--- src/rtl/image_rom_arbiter.sv ---
// Shares one ImageROM port between a never-stalled pixel fetch path and a
// background requester; read data is steered back by an owner tag pipeline.
module image_rom_arbiter #(
    parameter int ADDR_WIDTH   = 17,
    parameter int DATA_WIDTH   = 24,
    parameter int ROM_LATENCY  = 1,
    parameter int STARVE_LIMIT = 1023
) (
    input  logic                  VGA_CLK,
    input  logic                  RST_N,
    input  logic                  pix_req,
    input  logic [ADDR_WIDTH-1:0] pix_addr,
    input  logic                  bg_req,
    input  logic [ADDR_WIDTH-1:0] bg_addr,
    input  logic [DATA_WIDTH-1:0] rom_q,
    output logic [ADDR_WIDTH-1:0] rom_addr,
    output logic                  bg_gnt,
    output logic [DATA_WIDTH-1:0] pix_data,
    output logic [DATA_WIDTH-1:0] bg_data,
    output logic                  pix_valid,
    output logic                  bg_valid,
    output logic                  bg_starved
);

    localparam int CNT_W = (STARVE_LIMIT < 1) ? 1 : $clog2(STARVE_LIMIT + 1);
    localparam logic [CNT_W-1:0] LIMIT = CNT_W'(STARVE_LIMIT);

    typedef enum logic [1:0] {
        IDLE = 2'd0,
        PIX  = 2'd1,
        BG   = 2'd2
    } owner_t;

    owner_t                  w_owner;
    owner_t                  r_state;
    owner_t                  r_tag [1:ROM_LATENCY];
    logic [ADDR_WIDTH-1:0]   r_addr;
    logic [CNT_W-1:0]        r_wait;
    logic [CNT_W-1:0]        w_wait_nxt;
    logic                    r_pix_valid;
    logic                    r_bg_valid;
    logic [DATA_WIDTH-1:0]   r_pix_data;
    logic [DATA_WIDTH-1:0]   r_bg_data;
    logic                    r_starved;

    // Owner is decided in the same cycle; r_state (last owner) blocks back-to-back BG grants.
    always_comb begin
        w_owner = IDLE;
        if (RST_N) begin
            if (pix_req)
                w_owner = PIX;
            else if (bg_req && (r_state != BG))
                w_owner = BG;
        end
    end

    always_comb begin
        case (w_owner)
            PIX:     rom_addr = pix_addr;
            BG:      rom_addr = bg_addr;
            default: rom_addr = r_addr;
        endcase
    end

    assign bg_gnt = (w_owner == BG);

    always_comb begin
        w_wait_nxt = r_wait;
        if (!bg_req || bg_gnt)
            w_wait_nxt = '0;
        else if (r_wait != LIMIT)
            w_wait_nxt = r_wait + 1'b1;
    end

    always_ff @(posedge VGA_CLK or negedge RST_N) begin
        if (!RST_N) begin
            r_state     <= IDLE;
            r_addr      <= '0;
            for (int k = 1; k <= ROM_LATENCY; k++)
                r_tag[k] <= IDLE;
            r_pix_valid <= 1'b0;
            r_bg_valid  <= 1'b0;
            r_pix_data  <= '0;
            r_bg_data   <= '0;
            r_wait      <= '0;
            r_starved   <= 1'b0;
        end else begin
            r_state <= w_owner;
            r_addr  <= rom_addr;
            r_tag[1] <= w_owner;
            for (int k = 2; k <= ROM_LATENCY; k++)
                r_tag[k] <= r_tag[k-1];
            // The tag leaving the pipe lines up with rom_q for the same issue cycle.
            r_pix_valid <= (r_tag[ROM_LATENCY] == PIX);
            r_bg_valid  <= (r_tag[ROM_LATENCY] == BG);
            if (r_tag[ROM_LATENCY] == PIX)
                r_pix_data <= rom_q;
            if (r_tag[ROM_LATENCY] == BG)
                r_bg_data <= rom_q;
            r_wait    <= w_wait_nxt;
            r_starved <= r_starved | (w_wait_nxt == LIMIT);
        end
    end

    assign pix_valid  = r_pix_valid;
    assign bg_valid   = r_bg_valid;
    assign pix_data   = r_pix_data;
    assign bg_data    = r_bg_data;
    assign bg_starved = r_starved;

endmodule
--- config.mk ---
export PLATFORM = sky130hd
export DESIGN_NAME = image_rom_arbiter
export DESIGN_NICKNAME = d
export VERILOG_FILES = /design/src/rtl/image_rom_arbiter.sv
export SDC_FILE = /design/constraint.sdc
export NUM_CORES = 1
export LEC_CHECK = 0
export BUFFER_PORTS_ARGS = -buffer_cell sky130_fd_sc_hd__buf_2
export CAP_MARGIN = 20
export CELL_PAD_IN_SITES_DETAIL_PLACEMENT = 0
export CELL_PAD_IN_SITES_GLOBAL_PLACEMENT = 1
export CORE_MARGIN = 8
export CORE_UTILIZATION = 32
export CTS_BUF_LIST = sky130_fd_sc_hd__clkbuf_8
export DETAILED_ROUTE_END_ITERATION = 10
export GPL_TIMING_DRIVEN = 0
export PLACE_DENSITY = 0.82
export SKIP_LAST_GASP = 1
export SYNTH_ARGS = -nofsm -noshare
export SYNTH_HDL_FRONTEND = slang
export SYNTH_SLANG_ARGS = --single-unit
--- constraint.sdc ---
create_clock -name VGA_CLK -period 1.75 [get_ports VGA_CLK]
set_input_delay 0.35 -clock VGA_CLK [delete_from_list [all_inputs] [get_ports VGA_CLK]]
set_output_delay 0.35 -clock VGA_CLK [all_outputs]
set_load 0.005 [all_outputs]
# Word level (Yosys, flattened, before mapping)
# Cells that the tools add are included.
# word_totals
regBits	80
input_bits	62
wordCells	26
# classes
n_reduce_logical	3
eq_ne	7
muxes	6
bitwise_logic	1
n_addsub	1
# op_table
op	count
$pmux W17 S2	1
$mux W10	2
$add A10 B1 Y10 const B	1
$eq A10 B10 Y1 const B	1
$ne A10 B10 Y1 const B	1
$mux W2	3
$eq A2 B1 Y1 const B	2
$eq A2 B2 Y1 const B	2
$ne A2 B2 Y1 const B	1
$logic_and A1 B1 Y1	1
$logic_not A1 Y1	1
$logic_or A1 B1 Y1	1
$or A1 B1 Y1	1

# Longest topological paths before layout
# Gate-level depths: netlist of run 1.
# depth
depth_word	10
ltp_mapped	7

# Worst setup path after synthesis of run 1
# No wires, ideal clock.
# synth_path
path_kind	flip-flop to output port
from	register r_tag[1] (netlist name)
to	output rom_addr[11]
arrival_time_ns	1.297
path_stages_with_launch	8
t_required_ns	1.400
n_path_buf	2
setup_slack_ns	0.103
path_cell_list	dfrtp_1 -> nand2b_1 -> buf_6 -> inv_6 -> nor3_4 -> buf_2 -> a222oi_1 -> inv_1
# synth_rtl
element	line	text
to (decl)	16	output logic [ADDR_WIDTH-1:0] rom_addr,

==> metrics.csv, run 1 <==
metric,value,unit
max_freq,473.9,MHz
avgViaCountPerCell,4.696,
gp_congestion,0.8045,
cp_slowest_cell,dfrtp_1,
num_antenna_cells,0,
synth_enable_flop_cells,0,
min_path_type,in2async,
nNetsFinal,518,
reg2reg_slack,-0.29,ns
grt_pass1_wl,15370,µm
yosysWarnings,0,
synth.avg_cell_area,11.52,µm²
leakagePower,2.482,nW
worstPathArrival,1.76,ns
cp_cell_sequence,nand2b_4 > a31oi_4 > buf_4 > a222oi_1 > inv_1 > buf_2,
hold_violations,0,
cts_root_buffer,clkbuf_8,
fin_skew,0.01066,ns
final_common_cell,buf_2,
postRouteAntennaNets,0,
worst-path-buf-inv,3,
drtIter0Drc,180,
worstSetupEndpointType,output pin,
synthArstFlopShare,100.0,%
antenna_found_initial,0,
violations,negative setup slack,
period_needed,2.110,ns
clkTransAtPathRegs,0.09,ns
first_global_vias,2941,
synth_cells,289,
rr_endpoint,r_addr[12],
clockBufferDepth,2,
cts.sinks,80,
critPathMaxStageDelay,0.41,ns
gr-total-overflow,0,
vias,2799,
rows,37,
totalWireLength,9441,µm
whs,0.04661,ns
worstPathMaxFanout,5,
cp.required,1.40,ns
dieHeight,118.0,µm
syn_nets,352,
initial_utilization,32.53,%
drv_slew,0,
core,10230,µm²
drive_above_1_share,44.35,%
first_pass_iters,5,
grt_usage,13.61,%
cap_violations,0,
finalCritPeriodShare,120.6,%
slew-limit-headroom,45.42,%
final_cell_mix,"131 x buf_2, 80 x dfrtp_1, 77 x nand2_1",
p_per_area,987.9,nW/µm²
grt_max_degree,27,
setup_viol,19,
cts_made_buffers,9,
clk_latency,0.34,ns
tightest_slew,0.8160,ns
cp_top_family,compound AO/OA/AOI/OAI gates,
die_w,118.0,µm
start_kind,register,
syn_area,3328,µm²
syn_to_final_growth,42.56,%
reg2reg_depth,11,
status,"complete, but fails checks",
yosysSeqAreaShare,60.15,%
ys_types,38,
rsz0062_at_grt,true,
die_area,13920,µm²
tritoncts,done,
critPathKind,reg2out,
drc,0,
io_pins,131,
post-route-worst-setup-slack,-0.3602,ns
wire_per_inst,15.84,µm
cts.htree.levels,3,
r2r_start,r_tag[1],
synth_ff_type,dfrtp_1,
ys_ff_latch,80,
dpl.hpwl,6606,µm
peakVddDrop,0.5215,mV
io_buffers,130,
final_util,46.37,%
==> state kept, by name, indices dropped and copies added, names as in the netlist <==
name,flops
bg_data,24
pix_data,24
r_addr,17
r_wait,10
r_tag,2
bg_starved,1
bg_valid,1
pix_valid,1
==> layout make-up <==
class                           count  area [µm²]
Clock inverter                      6       92.59
Buffer                             12       78.83
Timing Repair Buffer              156       978.4
Inverter                           19       78.83
Multi-Input combinational cell    177        1206
Clock buffer                       10       137.6
Tap cell                          136       170.2
Fill cell                         970        5487
Sequential cell                    80        2002
==> logic make-up after synthesis <==
logic type / Yosys count / synth area share [%]
AND/OR/NAND/NOR: 114 / 16.35
AO/OA/AOI/OAI: 34 / 9.436
multiplexers: 25 / 8.421
XOR/XNOR: 3 / 0.7896
flip-flops: 80 / 60.15
adder cells (fa/ha/maj): 1 / 0.3759
buffers and inverters: 32 / 4.474
==> metrics by stage <==
step / setup TNS, ns / setup WS (ns) / instances / total power, mW / cell area, µm²
2_1_floorplan: 0 / 0.1029 / 289 / 2.588 / 3328
3_3_place_gp: -96.19 / -1.807 / 555 / 3.042 / 4149
3_5_place_dp: -23.79 / -0.9131 / 556 / 3.081 / 4179
4_1_cts: -6.482 / -0.3759 / 591 / 4.742 / 4684
5_1_grt: -7.921 / -0.4863 / 596 / 4.961 / 4745
6_report: -5.425 / -0.3602 / 596 / 4.687 / 4745
==> worst max path at each step <==
stage	from	end	slack (ns)	cells past startpoint
detailed placement	RST_N	rom_addr[16]	-0.91	9
CTS	r_tag[1]	rom_addr[16]	-0.38	7
global placement	RST_N	rom_addr[9]	-1.81	8
floorplan	r_tag[1]	rom_addr[11]	0.10	7
finish	r_tag[1]	rom_addr[4]	-0.36	6
global route	r_tag[1]	rom_addr[14]	-0.49	6
==> power breakdown <==
group	internal (mW)	switching [mW]
clock	0.848	0.704
combinational	0.490	0.418
sequential	2.11	0.119
total	3.45	1.24
==> repair_timing <==
action,4_1_cts,5_1_grt
setup buffers,13,6
setup endpoints to repair,48,20
pin swaps,4,9
gates cloned,3,0
hold endpoints to repair,41,0
hold buffers,3,0
resized for setup,15,4
==> metal layers <==
metal,global-route usage [%],vias to the layer above,share of wire [%]
met3,5.372,7,7.8
met5,0,-,0
met1,15.36,1362,41
met4,3.203,0,0.73
met2,23.58,90,51
li1,-,1340,-
==> synth_stat cells, drive strengths merged (2+ instances only) <==
library cell  number  area, µm²
dfrtp             80       2002
nand2             77      289.0
mux2              24      270.3
inv               19      76.32
a222oi            17      170.2
buf                7      50.05
nor2               7      26.28
a21oi              6      30.03
and3               6      43.79
clkbuf             6      22.52
a31oi              5      46.29
nor3               5      58.81
nand3              4      25.02
and2               3      18.77
nand2b             3      18.77
nand4              3      18.77
nor2b              2      12.51
nor3b              2      15.01
o2111ai            2      17.52
xnor2              2      17.52
==> worst reg2reg max path: cells and delay by family (launching register included) <==
kind	cells	cell delay, ns
AND/OR/NAND/NOR	1	0.14
flip-flops	1	0.41
buffers and inverters	8	0.99
AO/OA/AOI/OAI	2	0.39
Note: power is estimated with default switching activity, not from simulation.
==> run 2: changes to the inputs <==
--- a/config.mk
+++ b/config.mk
@@ -9,12 +9,14 @@
 export CAP_MARGIN = 20
 export CELL_PAD_IN_SITES_DETAIL_PLACEMENT = 0
 export CELL_PAD_IN_SITES_GLOBAL_PLACEMENT = 1
+export CORE_ASPECT_RATIO = 1.75
 export CORE_MARGIN = 8
 export CORE_UTILIZATION = 32
 export CTS_BUF_LIST = sky130_fd_sc_hd__clkbuf_8
 export DETAILED_ROUTE_END_ITERATION = 10
 export GPL_TIMING_DRIVEN = 0
 export PLACE_DENSITY = 0.82
+export SETUP_SLACK_MARGIN = 0.4
 export SKIP_LAST_GASP = 1
 export SYNTH_ARGS = -nofsm -noshare
 export SYNTH_HDL_FRONTEND = slang
==> run 2 against run 1 <==
  * The run still ends with negative setup slack left
  * Wire length up 13%
  * Sequential power about the same
  * Maximum frequency down 2.6%
  * Critical endpoint is now rom_addr[15]
==> metrics.csv, run 2 (synthesis gave the netlist of run 1 again) <==
metric,value,unit
worstPathMaxFanout,7,
cts_root_buffer,clkbuf_8,
num_antenna_cells,0,
avgViaCountPerCell,4.920,
final_common_cell,buf_2,
critPathKind,reg2out,
clockPowerShare,29.7,%
reg2reg_depth,12,
io_buffers,130,
min_path_type,in2async,
slew-limit-headroom,50.22,%
whs,0.03547,ns
initial_utilization,32.70,%
io_pins,131,
leakagePower,2.641,nW
drtIter0Drc,124,
die_w,93.09,µm
start_kind,register,
tritoncts,done,
dp.cells,547,
cts.sinks,80,
core,10180,µm²
dr_wl_met2,5916,µm
fin_area,5102,µm²
clk_latency,0.37,ns
vias,3001,
dpl.hpwl,7163,µm
cp_slowest_cell,dfrtp_1,
power.total,4.640,mW
first_global_vias,3402,
worstPathArrival,1.82,ns
placed_cell_area,4204,µm²
wire_per_inst,17.50,µm
post-route-worst-setup-slack,-0.4157,ns
preCtsSetupSlack,-0.7551,ns
grt_usage,15.37,%
die_area,14050,µm²
cp_top_family,buffers and inverters,
cap_violations,0,
gp_congestion,0.8004,
status,"complete, but fails checks",
period_needed,2.166,ns
n_fill_cell,997,
gr-total-overflow,0,
register_area,2007,µm²
wl_met1,3676,µm
clockBufferDepth,2,
grt_max_degree,35,
worst-path-buf-inv,4,
tightest_slew,0.7443,ns
peakVddDrop,0.4469,mV
postRouteAntennaNets,0,
cp_cell_sequence,nand2b_4 > buf_8 > a31oi_4 > buf_12 > a222oi_1 > inv_1 > buf_2,
rows,49,
setup_viol,21,
grt_pass1_wl,16610,µm
nNetsFinal,541,
wl_met3,594,µm
antenna_found_initial,0,
hold_violations,0,
p_per_area,909.3,nW/µm²
pwr-share-seq,48.0,%
pwr-share-comb,22.3,%
drv_slew,0,
internal_power,3.331,mW
max_freq,461.7,MHz
finalCritPeriodShare,123.8,%
violations,negative setup slack,
critPathMaxStageDelay,0.41,ns
worstSetupEndpointType,output pin,
netSwitchingPower,1.308,mW
drc,0,
layout.cells.non_filler,610,
syn_to_final_growth,53.31,%
top_layer_used,met4,
rsz0062_at_grt,true,
cp.depth,7,
clkTransAtPathRegs,0.09,ns
drive_above_1_share,53.62,%
final_cell_mix,"128 x buf_2, 76 x dfrtp_1, 66 x nand2_1",
cp.required,1.40,ns
cts_made_buffers,9,
totalWireLength,10670,µm
dieHeight,150.9,µm
fin_skew,0.01411,ns
multi_input_area,1319,µm²
first_pass_iters,6,
switching_share,28.20,%
cts.htree.levels,3,
==> run 2: changes by cell type in the layout (fill, tap and decap cells not counted), sizes merged <==
cell	delta
inv	+2
bufbuf	-1
dlygate4sd3	-1
clkbuf	-3
buf	+27
bufinv	-1
==> run 2: power by group through the flow <==
stage / Clock (mW) / Combinational, mW / Sequential (mW)
2_1_floorplan: 0 / 0.321 / 2.28
3_3_place_gp: 0 / 0.808 / 2.25
3_5_place_dp: 0 / 0.838 / 2.27
4_1_cts: 1.43 / 0.995 / 2.23
5_1_grt: 1.49 / 1.15 / 2.26
6_report: 1.38 / 1.03 / 2.23
==> run 2: through the flow <==
| step | TNS, ns | utilization, % |
|---|---|---|
| 2_1_floorplan | 0 | - |
| 3_3_place_gp | -87.99 | 41.01 |
| 3_5_place_dp | -17.31 | 41.31 |
| 4_1_cts | -6.929 | 48.52 |
| 5_1_grt | -9.314 | 50.14 |
| 6_report | -6.582 | 50.14 |
==> run 2: repair_timing <==
action / 4_1_cts / 5_1_grt
buffers inserted: 35 / 6
endpoints found under the hold margin: 16 / 0
pin swaps: 19 / 15
cloned: 3 / 1
hold buffers: 2 / 0
resized for setup: 48 / 33
setup endpoints to repair: 83 / 83
==> run 2: routing by layer <==
layer / GRT usage, % / up-vias
li1: - / 1385
met1: 14.12 / 1461
met2: 28.52 / 122
met3: 4.566 / 33
met4: 9.732 / 0
met5: 0 / -
==> run 2: worst paths after layout <==
kind / slack [ns] / end / startpoint
worst max-delay path: -0.42 / rom_addr[15] / r_tag[1]
worst min-delay path: 0.04 / r_wait[0] / RST_N
worst max register to register: -0.25 / r_addr[13] / r_tag[1]
worst min register to register: 0.47 / bg_starved / bg_starved
max in group asynchronous: 0.54 / r_wait[3] / RST_N
min in group VGA_CLK: 0.18 / bg_data[2] / rom_q[2]
==> run 2: cell type report <==
type,instances,area share (%)
well taps,127,3.114
clock inverters,7,1.398
flip-flops and latches,80,39.33
plain buffers,13,2.624
repair buffers,178,23.71
multi-input cells,177,25.85
clock buffers,9,2.428
inverters,19,1.545
==> run 3: changes to the inputs <==
--- a/config.mk
+++ b/config.mk
@@ -5,7 +5,6 @@
 export SDC_FILE = /design/constraint.sdc
 export NUM_CORES = 1
 export LEC_CHECK = 0
-export BUFFER_PORTS_ARGS = -buffer_cell sky130_fd_sc_hd__buf_2
 export CAP_MARGIN = 20
 export CELL_PAD_IN_SITES_DETAIL_PLACEMENT = 0
 export CELL_PAD_IN_SITES_GLOBAL_PLACEMENT = 1
@@ -14,8 +13,10 @@
 export CORE_UTILIZATION = 32
 export CTS_BUF_LIST = sky130_fd_sc_hd__clkbuf_8
 export DETAILED_ROUTE_END_ITERATION = 10
+export DONT_BUFFER_PORTS = 1
 export GPL_TIMING_DRIVEN = 0
-export PLACE_DENSITY = 0.82
+export MAX_ROUTING_LAYER = met4
+export PLACE_DENSITY = 0.68
 export SETUP_SLACK_MARGIN = 0.4
 export SKIP_LAST_GASP = 1
 export SYNTH_ARGS = -nofsm -noshare
==> run 3 against run 2 <==
  * The run ends with negative hold slack, negative setup slack left
  * Cell count shrank 26%
  * Clock-buffer cell count is the same
  * Critical endpoint is now rom_addr[6]
  * Maximum frequency grew 7.5%
  * Flip-flop and latch count is the same
  * Via count shrank 23%
  * Critical path depth shrank 1
  * Clock skew grew 0.0049 ns
  * Sequential share of layout area grew 10 points
  * Largest power group unchanged
  * Design area shrank 21%
  * Core utilization shrank 10 points
  * First-iteration DRC count grew 17%
==> metrics.csv, run 3 (synthesis gave the netlist of run 1 again) <==
metric,value,unit
status,"complete, but fails checks",
violations,"negative hold slack, negative setup slack",
clk_latency,0.35,ns
tightest_slew,0.4071,ns
finalCritPeriodShare,115.1,%
dieHeight,150.9,µm
initial_utilization,32.70,%
rows,49,
grt_usage,13.18,%
drv_slew,0,
cts.sinks,80,
grt_util_met3,3.474,%
critPathKind,reg2out,
slew-limit-headroom,72.76,%
tritoncts,done,
clockBufferDepth,2,
grt_max_degree,85,
power.total,4.251,mW
whs,-0.3121,ns
syn_to_final_growth,21.43,%
met1_usage,13.40,%
placed_cell_area,3523,µm²
p_per_area,1052,nW/µm²
post-route-worst-setup-slack,-0.2650,ns
drc,0,
nNetsFinal,382,
num_antenna_cells,0,
fin_tns_setup,-4.034,ns
fin_area,4041,µm²
start_kind,register,
cp-endpoint,rom_addr[6],
grtUsageMet2,22.27,%
rsz0062_at_grt,true,
grt_pass1_wl,13770,µm
cts_made_buffers,9,
preCtsSetupSlack,-0.1343,ns
drive_above_1_share,27.86,%
max_freq,496.3,MHz
reg2reg_depth,6,
setup_viol,18,
worstPathMaxFanout,5,
die_area,14050,µm²
vias,2325,
die_w,93.09,µm
cts_root_buffer,clkbuf_8,
first_global_vias,2481,
dpl.hpwl,6335,µm
cap_violations,0,
hold_violations,80,
clkTransAtPathRegs,0.08,ns
worstSetupEndpointType,output pin,
n_fill_cell,1002,
peakVddDrop,0.6679,mV
final_util,39.71,%
gr-total-overflow,0,
avgViaCountPerCell,5.167,
crit_start,r_tag[1],
antenna_found_initial,0,
first_pass_iters,5,
r2r_start,r_wait[1],
wire_per_inst,20.06,µm
core,10180,µm²
rr_endpoint,bg_starved,
fin_skew,0.01897,ns
totalWireLength,9026,µm
reg2reg_slack,0.09,ns
worstPathArrival,1.67,ns
drtIter0Drc,145,
grt-busiest-layer,met2,
io_buffers,0,
gp_congestion,0.8248,
final_cell_mix,"76 x nand2_1, 76 x dfrtp_1, 18 x inv_1",
period_needed,2.015,ns
io_pins,131,
cp.required,1.40,ns
leakagePower,1.885,nW
min_path_type,in2async,
postRouteAntennaNets,0,
cts.htree.levels,3,
==> run 3: what timing repair did <==
item | CTS | global route
endpoints found under the hold margin | 80 | 80
cloned | 1 | 0
endpoints found under the setup margin | 81 | 83
resized for setup | 17 | 25
buffers inserted | 12 | 6
pin swaps | 5 | 15
==> run 3: layout make-up <==
| class | instances | area [µm²] | share of cell area (%) |
|---|---|---|---|
| Clock buffer | 9 | 123.9 | 3.065 |
| Clock inverter | 6 | 91.34 | 2.260 |
| Multi-Input combinational cell | 177 | 1286 | 31.83 |
| Buffer | 13 | 135.1 | 3.344 |
| Sequential cell | 80 | 2007 | 49.66 |
| Inverter | 19 | 78.83 | 1.950 |
| Timing Repair Buffer | 19 | 160.2 | 3.963 |
| Tap cell | 127 | 158.9 | 3.932 |
==> run 3: critical path: stages, from the launching register on <==
cell and delay, ns:
dfrtp_1 0.39, nand2b_1 0.09, buf_6 0.14, a31oi_4 0.11, buf_6 0.16, a222oi_1 0.31
inv_1 0.13
==> run 3: report_power, final <==
group / internal (mW) / leakage [nW] / switching (mW)
clock network: 0.806 / 0.110 / 0.706
registers: 2.11 / 0.982 / 0.198
logic: 0.215 / 0.793 / 0.214
==> run 3: metal layers <==
metal	vias to the layer above	share of wire (%)
li1	1057	-
met1	1150	35
met2	100	55
met3	18	7.5
met4	0	2.9
met5	-	0
==> run 3: through the flow <==
stage	hold slack (ns)	instances
2_1_floorplan	0.05441	289
3_3_place_gp	0.05699	416
3_5_place_dp	0.05692	416
4_1_cts	-0.3440	444
5_1_grt	-0.3470	450
6_report	-0.3121	450
==> run 3: worst min path at each step <==
stage,start,to,depth (start not counted)
3_3_place_gp,RST_N,r_addr[12],0
5_1_grt,RST_N,pix_data[10],0
2_1_floorplan,RST_N,bg_data[0],0
4_1_cts,RST_N,pix_data[10],0
6_report,RST_N,r_addr[4],0
3_5_place_dp,RST_N,r_addr[4],0
